`src/rtl/sent_pkg.sv`:
```
// Shared types and constants for the SENT fast-channel receiver:
// decoder states, nibble timing limits and the CRC4 lookup table.
package sent_pkg;

  typedef enum logic [1:0] {
    HUNT,
    STATUS,
    DATA,
    CRC
  } state_t;

  localparam int SYNC_TICKS = 56;
  localparam int NIB_MIN = 12;
  localparam int NIB_MAX = 27;
  localparam logic [3:0] CRC_SEED = 4'h5;

  function automatic logic [3:0] crc4_tbl(input logic [3:0] idx);
    logic [3:0] r;
    case (idx)
      4'd0: r = 4'd0;
      4'd1: r = 4'd13;
      4'd2: r = 4'd7;
      4'd3: r = 4'd10;
      4'd4: r = 4'd14;
      4'd5: r = 4'd3;
      4'd6: r = 4'd9;
      4'd7: r = 4'd4;
      4'd8: r = 4'd1;
      4'd9: r = 4'd12;
      4'd10: r = 4'd6;
      4'd11: r = 4'd11;
      4'd12: r = 4'd15;
      4'd13: r = 4'd2;
      4'd14: r = 4'd8;
      default: r = 4'd5;
    endcase
    return r;
  endfunction

endpackage

```
`src/rtl/sent_crc4.sv`:
```
// One nibble step of the SENT CRC4; the final CRC is one more step with nibble 0.
module sent_crc4
  import sent_pkg::*;
(
  input  logic [3:0] c_in,
  input  logic [3:0] nibble,
  output logic [3:0] c_out
);

  assign c_out = crc4_tbl(c_in) ^ nibble;

endmodule

```
`src/rtl/sent_rx_decoder.sv`:
```
// SENT fast-channel receiver: times falling-edge intervals in ticks, locks to the
// sync pulse, decodes status/data/CRC nibbles and assembles the short serial message.
module sent_rx_decoder
  import sent_pkg::*;
#(
  parameter int CLKS_PER_TICK = 300,
  parameter int NUM_DATA_NIBBLES = 6,
  parameter int SYNC_TOL = 1
) (
  input  logic                          clk,
  input  logic                          reset,
  input  logic                          enable,
  input  logic                          data_pulse,
  output logic                          frame_valid,
  output logic                          crc_error,
  output logic                          nibble_error,
  output logic [3:0]                    status_nibble,
  output logic [4*NUM_DATA_NIBBLES-1:0] data_nibbles,
  output logic                          ss_valid,
  output logic [3:0]                    ss_id,
  output logic [7:0]                    ss_data
);

  localparam int DW = 4 * NUM_DATA_NIBBLES;

  logic          s1, s2, s3;
  logic          fall;
  logic [9:0]    presc;
  logic [9:0]    tick;
  logic          armed;
  state_t        state;
  logic [2:0]    idx;
  logic [3:0]    crc_c;
  logic [3:0]    stat_sh;
  logic [DW-1:0] data_sh;
  logic [15:0]   ss_sr;
  logic [4:0]    ss_cnt;

  logic [3:0]    nib;
  logic          nib_bad;
  logic          is_sync;
  logic          tick_sat;
  logic [3:0]    crc_nib_in;
  logic [3:0]    crc_next;

  logic [15:0]   ss_sr_n;
  logic [4:0]    ss_cnt_n;
  logic [3:0]    ss_c0, ss_c1, ss_c2, ss_c3;
  logic          ss_ok;

  assign fall = s3 & ~s2;
  // (tick - 12) mod 16 only needs the low nibble of the tick count
  assign nib = tick[3:0] - 4'hC;
  assign nib_bad = (tick < 10'(NIB_MIN)) || (tick > 10'(NIB_MAX));
  assign is_sync = (tick >= 10'(SYNC_TICKS - SYNC_TOL)) && (tick <= 10'(SYNC_TICKS + SYNC_TOL));
  assign tick_sat = (tick == 10'd1023);

  // In CRC state a zero nibble turns the running step into the final T[c]
  assign crc_nib_in = (state == DATA) ? nib : 4'd0;

  sent_crc4 u_crc_fast (.c_in(crc_c), .nibble(crc_nib_in), .c_out(crc_next));

  always_comb begin
    ss_sr_n = {ss_sr[14:0], stat_sh[2]};
    ss_cnt_n = ss_cnt + 5'd1;
    if (stat_sh[3]) begin
      ss_sr_n = {15'd0, stat_sh[2]};
      ss_cnt_n = 5'd1;
    end
  end

  sent_crc4 u_crc_ss0 (.c_in(CRC_SEED), .nibble(ss_sr_n[15:12]), .c_out(ss_c0));
  sent_crc4 u_crc_ss1 (.c_in(ss_c0), .nibble(ss_sr_n[11:8]), .c_out(ss_c1));
  sent_crc4 u_crc_ss2 (.c_in(ss_c1), .nibble(ss_sr_n[7:4]), .c_out(ss_c2));
  sent_crc4 u_crc_ss3 (.c_in(ss_c2), .nibble(4'd0), .c_out(ss_c3));

  assign ss_ok = (ss_c3 == ss_sr_n[3:0]);

  always_ff @(posedge clk) begin
    if (reset) begin
      s1 <= 1'b0;
      s2 <= 1'b0;
      s3 <= 1'b0;
      presc <= '0;
      tick <= '0;
      armed <= 1'b0;
      state <= HUNT;
      idx <= '0;
      crc_c <= '0;
      stat_sh <= '0;
      data_sh <= '0;
      ss_sr <= '0;
      ss_cnt <= '0;
      frame_valid <= 1'b0;
      crc_error <= 1'b0;
      nibble_error <= 1'b0;
      status_nibble <= '0;
      data_nibbles <= '0;
      ss_valid <= 1'b0;
      ss_id <= '0;
      ss_data <= '0;
    end else begin
      s1 <= data_pulse;
      s2 <= s1;
      s3 <= s2;
      frame_valid <= 1'b0;
      crc_error <= 1'b0;
      nibble_error <= 1'b0;
      ss_valid <= 1'b0;

      // Half-tick reload on each edge rounds intervals to the nearest tick
      if (fall) begin
        presc <= 10'(CLKS_PER_TICK / 2);
        tick <= '0;
      end else if (presc == '0) begin
        presc <= 10'(CLKS_PER_TICK - 1);
        if (!tick_sat) tick <= tick + 10'd1;
      end else begin
        presc <= presc - 10'd1;
      end

      if (!enable) begin
        state <= HUNT;
        armed <= 1'b0;
      end else if (fall) begin
        if (!armed) begin
          armed <= 1'b1;
        end else begin
          case (state)
            HUNT: begin
              if (is_sync) begin
                state <= STATUS;
                crc_c <= CRC_SEED;
              end
            end
            STATUS: begin
              if (nib_bad) begin
                nibble_error <= 1'b1;
                ss_cnt <= '0;
                state <= HUNT;
              end else begin
                stat_sh <= nib;
                data_sh <= '0;
                idx <= '0;
                state <= DATA;
              end
            end
            DATA: begin
              if (nib_bad) begin
                nibble_error <= 1'b1;
                ss_cnt <= '0;
                state <= HUNT;
              end else begin
                data_sh <= (data_sh << 4) | DW'(nib);
                crc_c <= crc_next;
                if (idx == 3'(NUM_DATA_NIBBLES - 1)) state <= CRC;
                else idx <= idx + 3'd1;
              end
            end
            CRC: begin
              state <= HUNT;
              if (nib_bad) begin
                nibble_error <= 1'b1;
                ss_cnt <= '0;
              end else if (crc_next == nib) begin
                status_nibble <= stat_sh;
                data_nibbles <= data_sh;
                frame_valid <= 1'b1;
                if (ss_cnt_n == 5'd16) begin
                  ss_cnt <= '0;
                  if (ss_ok) begin
                    ss_id <= ss_sr_n[15:12];
                    ss_data <= ss_sr_n[11:4];
                    ss_valid <= 1'b1;
                  end
                end else begin
                  ss_cnt <= ss_cnt_n;
                  ss_sr <= ss_sr_n;
                end
              end else begin
                crc_error <= 1'b1;
                ss_cnt <= '0;
              end
            end
            default: state <= HUNT;
          endcase
        end
      end else if (tick_sat && state != HUNT) begin
        nibble_error <= 1'b1;
        ss_cnt <= '0;
        state <= HUNT;
      end
    end
  end

endmodule

```
`config.mk`:
```
export PLATFORM = sky130hd
export DESIGN_NAME = sent_rx_decoder
export DESIGN_NICKNAME = d
export VERILOG_FILES = /design/src/rtl/sent_pkg.sv /design/src/rtl/sent_crc4.sv /design/src/rtl/sent_rx_decoder.sv
export SDC_FILE = /design/constraint.sdc
export NUM_CORES = 1
export LEC_CHECK = 0
export ABC_AREA = 1
export BUFFER_PORTS_ARGS = -buffer_cell sky130_fd_sc_hd__buf_2
export CAP_MARGIN = 40
export CORE_ASPECT_RATIO = 0.6
export CORE_MARGIN = 4
export CORE_UTILIZATION = 37
export DETAILED_ROUTE_END_ITERATION = 7
export PLACE_DENSITY = 0.57
export SLEW_MARGIN = 0
export SYNTH_ARGS = -nofsm -noshare
export SYNTH_HDL_FRONTEND = slang
export SYNTH_HIERARCHICAL = 1
export SYNTH_SLANG_ARGS = --single-unit
```
`constraint.sdc`:
```
create_clock -name clk -period 4.95 [get_ports clk]
set_clock_uncertainty 0.05 [all_clocks]
set_input_delay 1.485 -clock clk [delete_from_list [all_inputs] [get_ports clk]]
set_output_delay 1.485 -clock clk [all_outputs]
set_load 0.02 [all_outputs]
```
==> impl_results.md <==
* Fillers at approximately 1800
* Post-Syn Area per Cell at 6.70 um2
* Slowest CP cell: nor4_1
* CTS sink cnt at between 100 and 150
* DP HPWL at between 10 and 15 mm
* Max-slew violations at 0
* Maxcap violations at 0
* Worst Path Arrival at between 4000 and 5000 ps
* R2R cell count at 26
* Diodes inserted at 0
* Most common cell after layout, fill and taps aside: nand2_1
* Clock transition at path regs at 70 ps
* Iter 0 DRT Violations at 471
* Routing usage on met2 at 0.203
* DR vias at between 5000 and 6000
* Hold Path End: s2
* First-pass GRT wire length at about 26 mm
* Max-slew headroom at 0.423
* Post-synthesis cell count at just under 1000
* Via/cell ratio at about 4.5
* Worst Hold Launch: s1
* Yosys Warn Count at 6
* Die height at 111 um
* Share of the synthesized area in the top cell type at 0.386
* Largest net degree at the start of global routing at 53
* Synth area leader: dfxtp_1
* Kind of end point of the critical path: register
* Setup ws final at between 400 and 500 ps
* Multi-input gate area at between 3000 and 4000 um2
* RSZ-0062 raised after global routing: false
* RR Startpoint: stat_sh[3]
* Number of setup buffers added after CTS at 0
* Crit Path Max Fanout at 6
* # port buffers at 47
* Min-delay worst type: register to register
* Min Tclk post-route at approximately 4500 ps
* Busiest layer in global routing: met1
* Place WS at just over 400 ps
* Measured slew at the worst slew-check pin at 866 ps
* Register area at roughly 2500 um2
* P&R area growth vs syn at 16.3%
* Critical path class: register to register
* Status: finished, final reports clean
* Met3 usage at 0.0390
* R2r setup slk at 490 ps
* Total Wirelength at between 15 and 20 mm
* Yosys cell types at 36
* Hold path depth at 2
* Synthesized area at ~6500 um2
* Post-DR wirelength/cell at roughly 12 um
* P_leak at 3.60 nW
* Worst Path Required at between 5000 and 6000 ps
* Grt met1 use at 0.266
* Layout Nets at 1054
* Num ports at 48
* Final period utilization at 0.901
* Max Clk Rate at around 220 MHz
* Antenna violations before repair at 0
* Worst stage delay on the critical path at ~540 ps
* Seq/Total Area, Yosys at 0.386
* GRT Total Usage at 0.161
* Die ar. at just under 20000 um2
* Die W at 179 um
* Final Setup Violations at 0
* Worst R2R End: ss_valid
* Proportion of layout cells with a drive suffix above 1 at 0.122
* TNS Setup at 0 ps
* Max VDD drop at ~0.19 mV
* H-Tree Depth at 4
* Clock Latency Late Sink at about 400 ps
* Hold Fails Final Rpt at 0
* DRC errors left at 0
* Initial core utilization at 0.378
* PwrDens at approximately 370 nW/um2
* Crit start category: register
* Antenna-violating nets left at 0
* DR pass1 iterations at 5
* Commonest cells after routing, fill and taps aside: nand2_1 (271), nor2_1 (157), dfxtp_1 (125)
* Worst-case clock buffer depth at 2
* GPL Wtd Cong at 0.878
* Clock Tree Root: clkbuf_16
* Inserted Clock Buffers at 17
* Grt total ovfl at 0
* #FFs+latches synth at around 130
* Core footprint at ~17000 um2
* TritonCTS clock tree: yes
* Standard-cell row count at 37
* Vias in the first global route at about 5100
* Synth top area cells: dfxtp_1 (39%), nand2_1 (16%), nor2_1 (9.1%)
* Most frequent CP cell: nand2_1
[sequential cells by signal, indices dropped and copies added, names as in the netlist]
signal	flops
ss_sr	15
presc	10
data_sh	24
s3	1
status_nibble	4
armed	1
data_nibbles	24
ss_valid	1
nibble_error	1
tick	10
crc_error	1
s2	1
s1	1
state	2
ss_id	4
ss_cnt	5
idx	3
crc_c	4
stat_sh	4
frame_valid	1
ss_data	8
[report_power, final]
group | leakage (nW) | internal, mW | switching, mW
sequential | 1.01 | 1.05 | 0.0423
clock | 0.267 | 0.669 | 0.548
combinational | 2.32 | 0.166 | 0.308
total | 3.60 | 1.88 | 0.899
[stage by stage]
stage          hold WS [ps]  total power [mW]   util  instance area, um2  instances
3_5_place_dp            349              1.58  0.405                6950       1240
4_1_cts                 359              2.80  0.438                7530       1272
3_3_place_gp            344              1.57  0.403                6920       1238
5_1_grt                 367              2.94  0.439                7540       1273
6_report                358              2.78  0.439                7540       1273
2_1_floorplan           338              1.49      -                6550        986
[metal layers]
layer | up-vias | routed length [um]
li1 | 3142 | -
met1 | 2508 | 9110
met2 | 112 | 5640
met3 | 17 | 827
met4 | 0 | 120
met5 | - | 0
[worst max-delay path, delay by kind of cell (launching register included)]
kind / cells / cell delay, ps
AND/OR/NAND/NOR: 17 / 2370
adder cells (fa/ha/maj): 3 / 970
flip-flops: 1 / 400
buffers and inverters: 5 / 340
XOR/XNOR: 1 / 130
[cells by family (layout without fill, tap and decap cells)]
logic type,count (synthesis),in the layout,synth area share
flops,125,125,0.386
simple gates,565,566,0.378
fa+ha+maj,24,24,0.0463
xor+xnor,11,11,0.0149
other cells,2,19,0.00116
compound gates,105,105,0.0841
buf+inv,137,189,0.0895
[how the worst max path moves through the flow]
stage / cells past startpoint / slack (ps) / end / start
after global routing: 30 / 100 / ss_id[2] / stat_sh[3]
after CTS: 29 / 410 / ss_data[4] / stat_sh[3]
final: 26 / 490 / ss_valid / stat_sh[3]
after global placement: 29 / 570 / ss_id[1] / stat_sh[3]
after detailed placement: 29 / 410 / ss_data[4] / stat_sh[3]
after floorplan: 32 / 630 / ss_data[4] / stat_sh[3]
[cell type report]
| cell class | count | share of cell area |
|---|---|---|
| Tap cell | 234 | 0.0388 |
| Clock inverter | 15 | 0.0196 |
| Inverter | 103 | 0.0513 |
| Timing Repair Buffer | 54 | 0.0403 |
| Sequential cell | 125 | 0.332 |
| Multi-Input combinational cell | 725 | 0.462 |
| Clock buffer | 17 | 0.0564 |
[Yosys cell counts]
master / n
or2_1: 10
a21oi_1: 60
nand3_1: 63
nand2_1: 271
and2_1: 1
o21a_1: 2
o21ai_2: 1
xor2_1: 7
nand3b_1: 14
a31oi_1: 2
nor2_4: 6
nand3_4: 2
buf_8: 1
buf_2: 8
clkbuf_1: 16
nor3_1: 3
o21ai_1: 1
nor4_1: 1
buf_4: 2
o21ai_0: 37
a21boi_2: 1
inv_1: 99
nand2_2: 1
clkinv_1: 1
dfxtp_1: 125
inv_2: 3
buf_6: 5
nor2_1: 157
xnor2_1: 4
nand3_2: 1
ha_1: 24
conb_1: 2
buf_1: 2
nand4_1: 12
nor2_2: 23
o21bai_1: 1
[timing repair]
action                                  in CTS  in global routing
gates resized for setup                      0                  2
hold buffers                                 0                  0
endpoints found under the setup margin       0                  5
Note: power is estimated with default switching activity, not from simulation.
